===== src/rtl/apb_periph_bank.sv =====
// APB completer with three word-wide register banks selected by PSEL bits.
// Checks setup/access sequencing and counts violations and completed transfers.
module apb_periph_bank #(
  parameter int IDX_W = 4,
  parameter int CNT_W = 16
) (
  input  logic             HCLK,
  input  logic             HRESETn,
  input  logic [2:0]       PSEL,
  input  logic             PENABLE,
  input  logic             PWRITE,
  input  logic [31:0]      PADDR,
  input  logic [31:0]      PWDATA,
  input  logic             clr_err,
  output logic [31:0]      PRDATA,
  output logic             err_flag,
  output logic [CNT_W-1:0] err_cnt,
  output logic [CNT_W-1:0] wr_cnt,
  output logic [CNT_W-1:0] rd_cnt
);

  localparam int DEPTH = 2 ** IDX_W;

  typedef enum logic {IDLE, ACCESS} state_t;

  state_t           state;
  logic [2:0]       cap_sel;
  logic [IDX_W-1:0] cap_idx;
  logic             cap_write;
  logic [31:0]      cap_wdata;
  logic [31:0]      bank [0:2][0:DEPTH-1];

  logic [IDX_W-1:0] idx;
  logic             one_hot;
  logic             valid_setup;
  logic             same_xfer;
  logic             viol;
  logic             do_capture;
  logic             do_write;
  logic             do_read;
  logic             unused_addr_bits;

  function automatic logic [1:0] sel_num(input logic [2:0] s);
    return s[2] ? 2'd2 : (s[1] ? 2'd1 : 2'd0);
  endfunction

  assign idx              = PADDR[IDX_W+1:2];
  assign unused_addr_bits = ^{PADDR[31:IDX_W+2], PADDR[1:0]};
  assign one_hot          = (PSEL != 3'b000) && ((PSEL & (PSEL - 3'd1)) == 3'b000);
  assign valid_setup      = one_hot && !PENABLE;
  assign same_xfer        = (PSEL == cap_sel) && (idx == cap_idx) && (PWRITE == cap_write) &&
                            (!cap_write || (PWDATA == cap_wdata));

  always_comb begin
    viol       = 1'b0;
    do_capture = 1'b0;
    do_write   = 1'b0;
    do_read    = 1'b0;
    case (state)
      IDLE: begin
        if (valid_setup)
          do_capture = 1'b1;
        else if (PSEL != 3'b000)
          viol = 1'b1;
      end
      ACCESS: begin
        if (PENABLE) begin
          if (same_xfer) begin
            do_write = cap_write;
            do_read  = !cap_write;
          end else begin
            viol = 1'b1;
          end
        end else begin
          // An abandoned access is still an error, but a fresh setup is honoured.
          viol       = 1'b1;
          do_capture = valid_setup;
        end
      end
      default: ;
    endcase
  end

  always_ff @(posedge HCLK) begin
    if (!HRESETn) begin
      state     <= IDLE;
      cap_sel   <= '0;
      cap_idx   <= '0;
      cap_write <= 1'b0;
      cap_wdata <= '0;
      PRDATA    <= '0;
      err_flag  <= 1'b0;
      err_cnt   <= '0;
      wr_cnt    <= '0;
      rd_cnt    <= '0;
      for (int b = 0; b < 3; b++)
        for (int w = 0; w < DEPTH; w++)
          bank[b][w] <= '0;
    end else begin
      state <= do_capture ? ACCESS : IDLE;

      if (do_capture) begin
        cap_sel   <= PSEL;
        cap_idx   <= idx;
        cap_write <= PWRITE;
        cap_wdata <= PWDATA;
        if (!PWRITE)
          PRDATA <= bank[sel_num(PSEL)][idx];
      end

      if (do_write) begin
        bank[sel_num(cap_sel)][cap_idx] <= cap_wdata;
        if (wr_cnt != '1)
          wr_cnt <= wr_cnt + 1'b1;
      end

      if (do_read && (rd_cnt != '1))
        rd_cnt <= rd_cnt + 1'b1;

      // A violation in the same cycle as clr_err restarts the count at one.
      if (viol) begin
        err_flag <= 1'b1;
        if (clr_err)
          err_cnt <= {{(CNT_W-1){1'b0}}, 1'b1};
        else if (err_cnt != '1)
          err_cnt <= err_cnt + 1'b1;
      end else if (clr_err) begin
        err_flag <= 1'b0;
        err_cnt  <= '0;
      end
    end
  end

endmodule


===== config.mk =====
export PLATFORM = sky130hd
export DESIGN_NAME = apb_periph_bank
export DESIGN_NICKNAME = d
export VERILOG_FILES = /design/src/rtl/apb_periph_bank.sv
export SDC_FILE = /design/constraint.sdc
export NUM_CORES = 2
export LEC_CHECK = 0
export ABC_AREA = 1
export BUFFER_PORTS_ARGS = -buffer_cell sky130_fd_sc_hd__buf_4
export CAP_MARGIN = 15
export CORE_MARGIN = 8
export CORE_UTILIZATION = 45
export DETAILED_ROUTE_END_ITERATION = 10
export HOLD_SLACK_MARGIN = 0.02
export PLACE_DENSITY = 0.56
export SYNTH_ARGS = -nofsm -noshare
export SYNTH_HDL_FRONTEND = slang
export SYNTH_SLANG_ARGS = --single-unit

===== constraint.sdc =====
create_clock -name HCLK -period 8 [get_ports HCLK]
set_input_delay 1.6 -clock HCLK [delete_from_list [all_inputs] [get_ports HCLK]]
set_output_delay 1.6 -clock HCLK [all_outputs]
set_load 0.03 [all_outputs]

# Word-level counts from Yosys, hierarchy flattened
# Memories as Yosys holds them, arrays and structs flattened.
# Cells that the tools add are included.
# W data, S select, Z words.
# totals
wordCells,85
output_inout_bits,81
ramBits,1536
mem_count,1
in_bits,72
reg_bits,122
# classes
addsub,4
bitwise,5
eq_ne,7
n_reduce_logical,18
n_mux,37
order_cmp,3
# mem_list
memory,words,width,rd,rd_ports_with_merged_regs,wr,line,rtl
bank,3,512,1,0,3,31,logic [31:0] bank [0:2][0:DEPTH-1];
# ops
cell,n
$mux W512,3
$reduce_or A512 Y1,1
$bmux W32 S4,1
$demux W32 S4,1
$mux W32,3
$mux W16,4
$add A16 B1 Y16 const B,3
$ne A16 B16 Y1 const B,3
$eq A32 B32 Y1,1
$mux W1,20
$ge A5 B5 Y1 const B,2
$not A4 Y5,2
$logic_and A1 B1 Y1,7
$mux W2,3
$reduce_and A2 Y1,3
$lt A5 B1 Y1 const B,1
$eq A4 B4 Y1,1
$pmux W1 S2,2
$reduce_bool A2 Y1,2
$and A3 B3 Y3,1
$eq A3 B3 Y1,1
$logic_not A3 Y1,1
$reduce_bool A3 Y1,1
$sub A3 B1 Y3 const B,1
4 further kinds,6

# Logic depth before layout (Yosys ltp)
# depth
ltp_word,12
ltp_mapped,17
mapped_depth_nobuf,16

# Least setup slack after synthesis
# No wires, ideal clock.
# synth_timing
path_kind,input -> register
startpoint,input port PADDR[4]
endpoint,"memory bank[2][448] (netlist bit), enable pin"
n_path_buf,2
setup_time_ns,0.432
cell_stages,12
t_required_ns,7.568
path_slack_ns,3.006
t_arrival_ns,4.562
cell_sequence,clkbuf_1 -> inv_1 -> nand2_1 -> nand2_1 -> and3_1 -> nand2_1 -> nor3_1 -> nand4_1 -> inv_1 -> buf_4 -> nand3_1 -> a21oi_1
# synth_lines
item,line,rtl
start: declaration,12,"input logic [31:0] PADDR,"
end: declaration,31,

==> results.cfg <==
[status]
status = finished clean

[critical_path]
rr_worst_depth = 13
startpoint_type = input pin
crit_arrival_ns = 5.54
r2r-end = bank[1][458]$_SDFFCE_PN0P_
critical_path_class = in -> reg
regToRegStartpoint = cap_idx[2]$_SDFFE_PN0P_
endpoint_kind = register
r2r_slack_ns = 3.74
required_ns = 8.42
cp_max_fo = 53

[clocking]
ctsResizeCount = 0
cts_buffers = 173
insertion_delay_ns = 0.82
cts_tree = yes
root_buffer = clkbuf_16
htree_levels = 4
cts_hold_buf = 0
clk_pin_slew_worst_paths_ns = 0.06
post-cts-setup-buffers = 0
clock_sinks = 1658
clock_tree.buffer_depth = 3

[floorplan]
core_mm2 = 0.158
num_io_pins = 153
row_count = 146
die_area_mm2 = 0.172
start_util = 0.452
dieWidth_um = 415
die_h_um = 415

[power_and_ir_drop]
switching_share = 0.234
power_frac_seq = 0.515
p_sw_mw = 4.47
comb_power_share = 0.066
p_int_mw = 14.6
clkPwrFrac = 0.419
ir_drop_v = 0.000192
p_leak_nw = 27.5
power_density_mw_per_mm2 = 238
total_power_mw = 19.1

[timing]
slew_headroom = 0.212
fmax_mhz = 195
finalCriticalPeriod_ns = 5.12
fin_worst_skew_ns = 0.0307
hold_viol = 0
finalCritPeriodShare = 0.640
setup_tns_ns = 0
setup_viol = 0
slew_viol_final = 0
rsz0062_at_grt = false
tightest_slew_ns = 1.18

[final_layout]
area_growth_syn_to_layout_pct = 11.8
layout.nets = 6720
multiInputGateArea_mm2 = 0.0206
seq_area_mm2 = 0.0486
nFillCells = 14100
drive_gt1_frac = 0.0900

[hold_path]
hold_start = PRDATA[3]$_SDFFE_PN0P_
hp-class = reg -> reg
min_to = PRDATA[3]$_SDFFE_PN0P_
hold_depth = 2

[route]
first_pass_iters = 6
drc = 0
wirelength_mm = 234
drtIter0Drc = 5699
wl_per_cell_um = 26.4
num_vias = 52200
postRouteAntennaNets = 0
viasPerCell = 5.88

[synthesis]
yosysWarnings = 0
yosys.area.top_type_share = 0.645
syn_nets = 6839
ys_ff_latch = 1658
yosysUniqueCellTypes = 40
synth_top_cell_by_area = edfxtp_1
synthFlopType = edfxtp_1
synthCells = 6764
synthTopCellsByArea = edfxtp_1 64%, nor2_1 7.1%, nand2_1 6.9%
async_reset_ff_frac = 0
yosysSeqAreaShare = 0.679
yosysMostFrequentCell = edfxtp_1
syn_avg_cell_area_um2 = 10.6
synth_edf_count = 1536
synth.cell_area_mm2 = 0.0715
synth_common_cells = 1,536 x edfxtp_1, 1,351 x nor2_1, 1,315 x nand2_1

[run]
drv_cap = 0

[placement]
io_buffers = 124
hpwlAfterDp_mm = 128
gp_routability_congestion = 0.847

[grt]
grt_pass1_vias = 49800
antenna_found_initial = 10
globalRouteOverflowTotal = 0
grt_util_all_layers = 0.262
grt_pass1_wl_mm = 339
grt_max_degree = 206
[critical path, stage by stage]
cell and delay (ns):
buf_8 0.37, inv_8 0.25, nand2_1 0.19, nand2_1 0.07, nor2_1 0.10, nand3b_1 0.11
nor3_1 0.43, nand4_1 0.20, inv_1 0.45, nand3_1 0.25, nand2_1 0.14, nand2_1 0.06
buf_4 0.31, nand2_2 0.90
[final cells by class]
class                   count  share of cell area
flip-flops and latches   1658               0.607
multi-input cells        4420               0.257
clock buffers             256              0.0615
well taps                2072              0.0324
repair buffers            277              0.0276
clock inverters            66             0.00812
inverters                 115             0.00576
diodes                      4            0.000125
[per-stage QoR]
| step | cell area [um^2] | hold WS [ns] | instances | setup WS (ns) | utilization |
|---|---|---|---|---|---|
| 2_1_floorplan | 71500 | 0.457 | 6764 | 3.01 | - |
| 3_3_place_gp | 74400 | 0.439 | 8542 | 2.14 | 0.470 |
| 3_5_place_dp | 74400 | 0.442 | 8542 | 2.11 | 0.470 |
| 4_1_cts | 80000 | 0.455 | 8864 | 2.98 | 0.506 |
| 5_1_grt | 80000 | 0.477 | 8864 | 2.66 | 0.506 |
| 6_report | 80000 | 0.450 | 8868 | 2.88 | 0.506 |
[layout by cell type, fill, tap and decap left out, types with 16 or more instances in the layout]
| cell type | count |
|---|---|
| buf_4 | 265 |
| nand2_2 | 59 |
| xnor2_1 | 27 |
| nand3_1 | 577 |
| edfxtp_1 | 1536 |
| clkinv_1 | 25 |
| a311oi_1 | 29 |
| o21ai_0 | 270 |
| o221ai_1 | 19 |
| nand4_1 | 31 |
| o211ai_1 | 349 |
| clkbuf_16 | 176 |
| nand2_1 | 1276 |
| nor3_1 | 23 |
| clkbuf_1 | 55 |
| a21oi_1 | 299 |
| inv_1 | 105 |
| clkbuf_8 | 21 |
| xor2_1 | 20 |
| a21oi_4 | 16 |
| a22oi_1 | 18 |
| dfxtp_1 | 122 |
| nor2_1 | 1350 |
[registers in the layout, indices dropped and copies added, names as in the netlist]
signal	cells
cap_idx	4
err_flag	1
cap_sel	3
cap_write	1
rd_cnt	16
cap_wdata	32
err_cnt	16
PRDATA	32
wr_cnt	16
state	1
bank	1536
[power by group through the flow]
| stage | combinational [mW] | clock, mW | sequential, mW |
|---|---|---|---|
| detailed placement | 1.24 | 0 | 10.0 |
| global route | 1.34 | 8.40 | 9.84 |
| CTS | 1.24 | 8.07 | 9.82 |
| finish | 1.25 | 7.99 | 9.81 |
| global placement | 1.24 | 0 | 9.99 |
| floorplan | 0.725 | 0 | 9.99 |
[metal layers]
metal	track usage	vias up	part of all wire
li1	-	23400	-
met1	0.360	26000	0.42
met2	0.425	2363	0.47
met3	0.0501	382	0.087
met4	0.0793	2	0.029
met5	0	-	0.000056
[worst max-delay path by stage]
stage / startpoint / endpoint / slack [ns] / cells past startpoint
after global routing: PADDR[2] / bank[1][458]$_SDFFCE_PN0P_ / 2.66 / 14
after CTS: PADDR[2] / bank[1][458]$_SDFFCE_PN0P_ / 2.98 / 14
after floorplan: PADDR[4] / bank[2][448]$_DFFE_PP_ / 3.01 / 12
final: PADDR[2] / bank[1][458]$_SDFFCE_PN0P_ / 2.88 / 14
after detailed placement: PADDR[2] / bank[1][458]$_SDFFCE_PN0P_ / 2.11 / 14
after global placement: PADDR[2] / bank[1][458]$_SDFFCE_PN0P_ / 2.14 / 14
[cells by family after synthesis]
kind of cell    count (synthesis)  share of synthesized area
xor+xnor                       47                    0.00575
fa+ha+maj                       3                   0.000525
simple gates                 3338                      0.189
compound gates               1032                     0.0885
flops                        1658                      0.679
buf+inv                       686                     0.0376
Note: power is estimated with default switching activity, not from simulation.
